<file path="config.mk">
export PLATFORM = sky130hd
export DESIGN_NAME = updown_ring_fsm
export DESIGN_NICKNAME = d
export VERILOG_FILES = /design/src/rtl/updown_ring_pkg.sv /design/src/rtl/lap_counter.sv /design/src/rtl/updown_ring_fsm.sv
export SDC_FILE = /design/constraint.sdc
export NUM_CORES = 1
export LEC_CHECK = 0
export ABC_AREA = 1
export CAP_MARGIN = 20
export CORE_ASPECT_RATIO = 1.1
export CORE_UTILIZATION = 36
export DETAILED_ROUTE_END_ITERATION = 7
export GPL_TIMING_DRIVEN = 0
export SLEW_MARGIN = 20
export SYNTH_ARGS = -nofsm -noshare
export SYNTH_HDL_FRONTEND = slang
export SYNTH_SLANG_ARGS = --single-unit
</file>
<file path="constraint.sdc">
create_clock -name clk -period 3.6 [get_ports clk]
set_input_delay 0.72 -clock clk [delete_from_list [all_inputs] [get_ports clk]]
set_output_delay 0.72 -clock clk [all_outputs]
set_load 0.05 [all_outputs]
</file>
<file path="src/rtl/updown_ring_pkg.sv">
// Shared types and helpers for the up/down ring position tracker.
package updown_ring_pkg;

    typedef enum logic {MODE_WRAP, MODE_SAT} ring_mode_t;
    typedef enum logic {DIR_DN, DIR_UP} ring_dir_t;

    function automatic int state_width(input int n);
        return (n < 2) ? 1 : $clog2(n);
    endfunction

endpackage

</file>
<file path="src/rtl/lap_counter.sv">
// Signed two's-complement lap counter; wraps silently at both ends.
module lap_counter #(
    parameter int LAP_W = 8
) (
    input  logic             clk,
    input  logic             rst,
    input  logic             inc,
    input  logic             dec,
    output logic [LAP_W-1:0] count
);

    always_ff @(posedge clk) begin
        if (rst) begin
            count <= '0;
        end else if (inc && !dec) begin
            count <= count + LAP_W'(1);
        end else if (dec && !inc) begin
            count <= count - LAP_W'(1);
        end
    end

    // The ring logic never requests both directions at once.
    a_inc_dec_excl: assert property (
        @(posedge clk) disable iff (rst) !(inc && dec)
    );

endmodule

</file>
<file path="src/rtl/updown_ring_fsm.sv">
// Modulo-NUM_STATES position register with direction, load, wrap/saturate
// mode, registered wrap pulse and signed lap count.
module updown_ring_fsm
    import updown_ring_pkg::*;
#(
    parameter int  NUM_STATES = 4,
    parameter int  LAP_W      = 8,
    localparam int STATE_W    = state_width(NUM_STATES)
) (
    input  logic               clk,
    input  logic               rst,
    input  logic               en,
    input  logic               w,
    input  logic               sat_mode,
    input  logic               load,
    input  logic [STATE_W-1:0] load_val,
    output logic [STATE_W-1:0] pos,
    output logic               z,
    output logic               at_max,
    output logic               wrap,
    output logic [LAP_W-1:0]   lap
);

    // One extra bit keeps pos+1 from aliasing before the end compare.
    localparam logic [STATE_W:0] LAST = (STATE_W+1)'(NUM_STATES - 1);
    localparam logic [STATE_W:0] ONE  = (STATE_W+1)'(1);

    ring_mode_t       mode;
    ring_dir_t        dir;
    logic [STATE_W:0] cur;
    logic [STATE_W:0] lv_ext;
    logic [STATE_W:0] nxt;
    logic             wrap_next;
    logic             inc;
    logic             dec;

    assign mode   = ring_mode_t'(sat_mode);
    assign dir    = ring_dir_t'(w);
    assign cur    = {1'b0, pos};
    assign lv_ext = {1'b0, load_val};

    always_comb begin
        nxt       = cur;
        wrap_next = 1'b0;
        inc       = 1'b0;
        dec       = 1'b0;
        if (rst) begin
            nxt = '0;
        end else if (load) begin
            nxt = (lv_ext > LAST) ? LAST : lv_ext;
        end else if (en) begin
            unique case (dir)
                DIR_UP: begin
                    if (cur != LAST) begin
                        nxt = cur + ONE;
                    end else if (mode == MODE_WRAP) begin
                        nxt       = '0;
                        wrap_next = 1'b1;
                        inc       = 1'b1;
                    end
                end
                DIR_DN: begin
                    if (cur != '0) begin
                        nxt = cur - ONE;
                    end else if (mode == MODE_WRAP) begin
                        nxt       = LAST;
                        wrap_next = 1'b1;
                        dec       = 1'b1;
                    end
                end
            endcase
        end
    end

    always_ff @(posedge clk) begin
        if (rst) begin
            pos  <= '0;
            wrap <= 1'b0;
        end else begin
            pos  <= nxt[STATE_W-1:0];
            wrap <= wrap_next;
        end
    end

    assign z      = (pos == '0);
    assign at_max = (cur == LAST);

    a_in_range: assert property (
        @(posedge clk) disable iff (rst) nxt <= LAST
    );

    lap_counter #(
        .LAP_W(LAP_W)
    ) u_lap (
        .clk  (clk),
        .rst  (rst),
        .inc  (inc),
        .dec  (dec),
        .count(lap)
    );

endmodule

</file>
==> out/summary.txt <==
Max Fclk - 325 MHz
Worst-case clock buffer depth - 2
Crit path from - load
Comb pwr share - 29.1%
Post-DP HPWL - 1.48 mm
Placed inst area - 1110 um^2
Clock skew - 0.0110 ns
Max Cap Viol - 0
Die outline width - 49.2 um
Initial antenna violation count - 0
Hold Vio Cnt, Final - 0
# Post-CTS Setup Buffers - 0
Crit Path Class - input pin to flip-flop
Reg2Reg Setup Slack - 1.22 ns
WL/cell - 9.81 um
CP arrival - 3.25 ns
CTS Sinks - 11
Net count after synthesis - 158
Placer Congestion - 0.854
Root Driver - clkbuf_4
Die height - 54.0 um
Most frequent CP cell - inv_1
Largest net degree at the start of global routing - 11
Layout net count - 182
Vias per Instance - 4.58
Area growth, synth to finish - 28.8%
Ant diodes - 0
GR Util All Layers - 16.0%
Synth area leaders - dfxtp_1, ha_1, nand2_1
TritonCTS Buffers - 3
Core ar. - 2270 um^2
Cell accounting for the most synthesized area - dfxtp_1
Num ports - 21
Initial Util - 38.8%
RSZ-0062 raised after global routing - no
Vias in the first global route - 781
Initial DRC Count - 8
Endpoints failing setup - 0
Clock power share - 28.2%
Max_slew headroom - 66.7%
First-pass GRT wire length - 3.21 mm
Clock Pin Slew Worst Setup and Hold Paths - 0.08 ns
Number of synthesis warnings - 0
Worst IR drop on VDD - 0.000184 V
CP max FO - 8
Reg-to-Reg Start - pos[0]
DRT Pass-1 Iters - 4
Worst Tran Pin Value - 0.497 ns
Tcrit/Tclk final - 85.4%
Sw power - 0.0000996 W
Sequential Power Share - 42.7%
Area share of the largest cell type after synthesis - 24.9%
Hold Buf Count CTS - 0
CTS tree - done
Distinct cell type count after synthesis - 20
Sequential cell area fraction in the yosys report - 24.9%
Residual DRC - 0
Vias - 875
# fillers - 246
Final Power - 0.000302 W
Resize count post-CTS - 0
Die area - 2660 um^2
Switching portion of total power - 33.0%
P_int - 0.000202 W
Number of core rows - 18
Leak - 0.612 nW
Cell Area, Synth - 883 um^2
Detailed Route WL - 1.87 mm
Synthesized area per cell - 6.40 um^2
Max-slew violations - 0
Fin Setup TNS - 0 ns
Worst setup SP type - input pin
CP max stage delay - 0.51 ns
Status - finished clean
Hold Startpoint - u_lap.count[0]
Worst-Skew Late Latency - 0.27 ns
PD cells - 265 nW/um^2
Final Instance Area - 1140 um^2
Period minus WS final - 3.08 ns
Hold WC Path Type - flip-flop to flip-flop
H-tree lvl count - 1
Routed Antenna Nets - 0
Cells after Synth - 138
Number of port buffers - 19
CP top delay family - buffers and inverters
Required @ worst endpoint - 3.77 ns
Worst path cell trace - clkdlybuf4s50_1 > nor4_1 > inv_1 > nor2_1 > ha_1 > inv_1 > ha_1 > a21oi_1 > nand2_1 > xor2_1 > o21ai_0 > inv_1
Critical path capture point type - flip-flop
Buf/Inv on CP - 4
Share of cells above drive strength 1 - 6.21%
Seq cells post-synth - 11
Grt total ovfl - 0
Slowest stage cell, crit path - clkdlybuf4s50_1
## cell families after synthesis
logic type	count (synthesis)	share of synthesized area [%]
compound gates	17	10.3
buf+inv	32	14.2
simple gates	62	28.8
xor+xnor	4	3.97
flops	11	24.9
fa+ha+maj	12	17.8
## metrics by stage
stage,instances,hold slack [ns],utilization (%),worst slack [ns]
detailed placement,187,0.551,48.8,0.242
floorplan,138,0.769,-,0.749
global route,191,0.631,50.0,0.245
CTS,191,0.564,50.0,0.513
finish,191,0.564,50.0,0.525
global placement,187,0.546,48.8,0.285
## final timing paths
| kind | to | depth (start not counted) |
|---|---|---|
| max | u_lap.count[3] | 12 |
| min | u_lap.count[0] | 2 |
| max reg2reg | u_lap.count[3] | 13 |
| min reg2reg | u_lap.count[0] | 2 |
## final cells by class
cell class	count	area (um^2)	share of cell area, %
repair buffers	19	190	16.7
well taps	30	37.5	3.30
flip-flops and latches	11	220	19.4
plain buffers	2	12.5	1.10
inverters	30	113	9.90
clock buffers	4	26.3	2.31
multi-input cells	95	538	47.3
## power by group through the flow
stage | Combinational (W) | Sequential (W) | Clock (W)
floorplan | 0.0000469 | 0.000146 | 0
global placement | 0.0000865 | 0.000132 | 0
detailed placement | 0.0000877 | 0.000132 | 0
CTS | 0.0000883 | 0.000129 | 0.0000898
global route | 0.0000965 | 0.000129 | 0.0000957
finish | 0.0000878 | 0.000129 | 0.0000852
## state kept, by name (all words and copies together) (netlist names)
signal,count
u_lap.count,8
pos,2
wrap,1
## Yosys cell counts
| library cell | number |
|---|---|
| nor2_2 | 1 |
| o21ai_0 | 7 |
| nor2_1 | 20 |
| buf_2 | 1 |
| ha_1 | 11 |
| inv_1 | 29 |
| nand3_1 | 7 |
| inv_2 | 1 |
| fa_1 | 1 |
| nand4_1 | 1 |
| o211ai_1 | 1 |
| xnor2_1 | 2 |
| dfxtp_1 | 11 |
| a21oi_1 | 8 |
| nor4_1 | 1 |
| nand2_2 | 2 |
| xor2_1 | 2 |
| nand2_1 | 30 |
| a21oi_2 | 1 |
| buf_4 | 1 |
## worst min-delay path, delay by kind of cell (launching register included)
kind,cells,cell delay (ns)
AOI/OAI and AO/OA,1,0.08
DFF,1,0.33
buffers and inverters,1,0.11
## layout by cell type, fill, tap and decap left out, types with 2 or more instances in the layout
master,Yosys,layout
a21oi_1,8,8
clkbuf_4,0,3
clkdlybuf4s50_1,0,19
dfxtp_1,11,11
ha_1,11,11
inv_1,29,29
nand2_1,30,30
nand2_2,2,2
nand3_1,7,7
nor2_1,20,20
o21ai_0,7,7
xnor2_1,2,2
xor2_1,2,2
## per-layer routing
metal  track usage, %  wire (um)  vias to the layer above
li1                 -          -                      468
met1             18.0        833                      386
met2             29.7        946                       17
met3             2.82         75                        4
met4             7.35         18                        0
met5                0          0                        -
No activity file was read; power rests on OpenSTA's default activity.
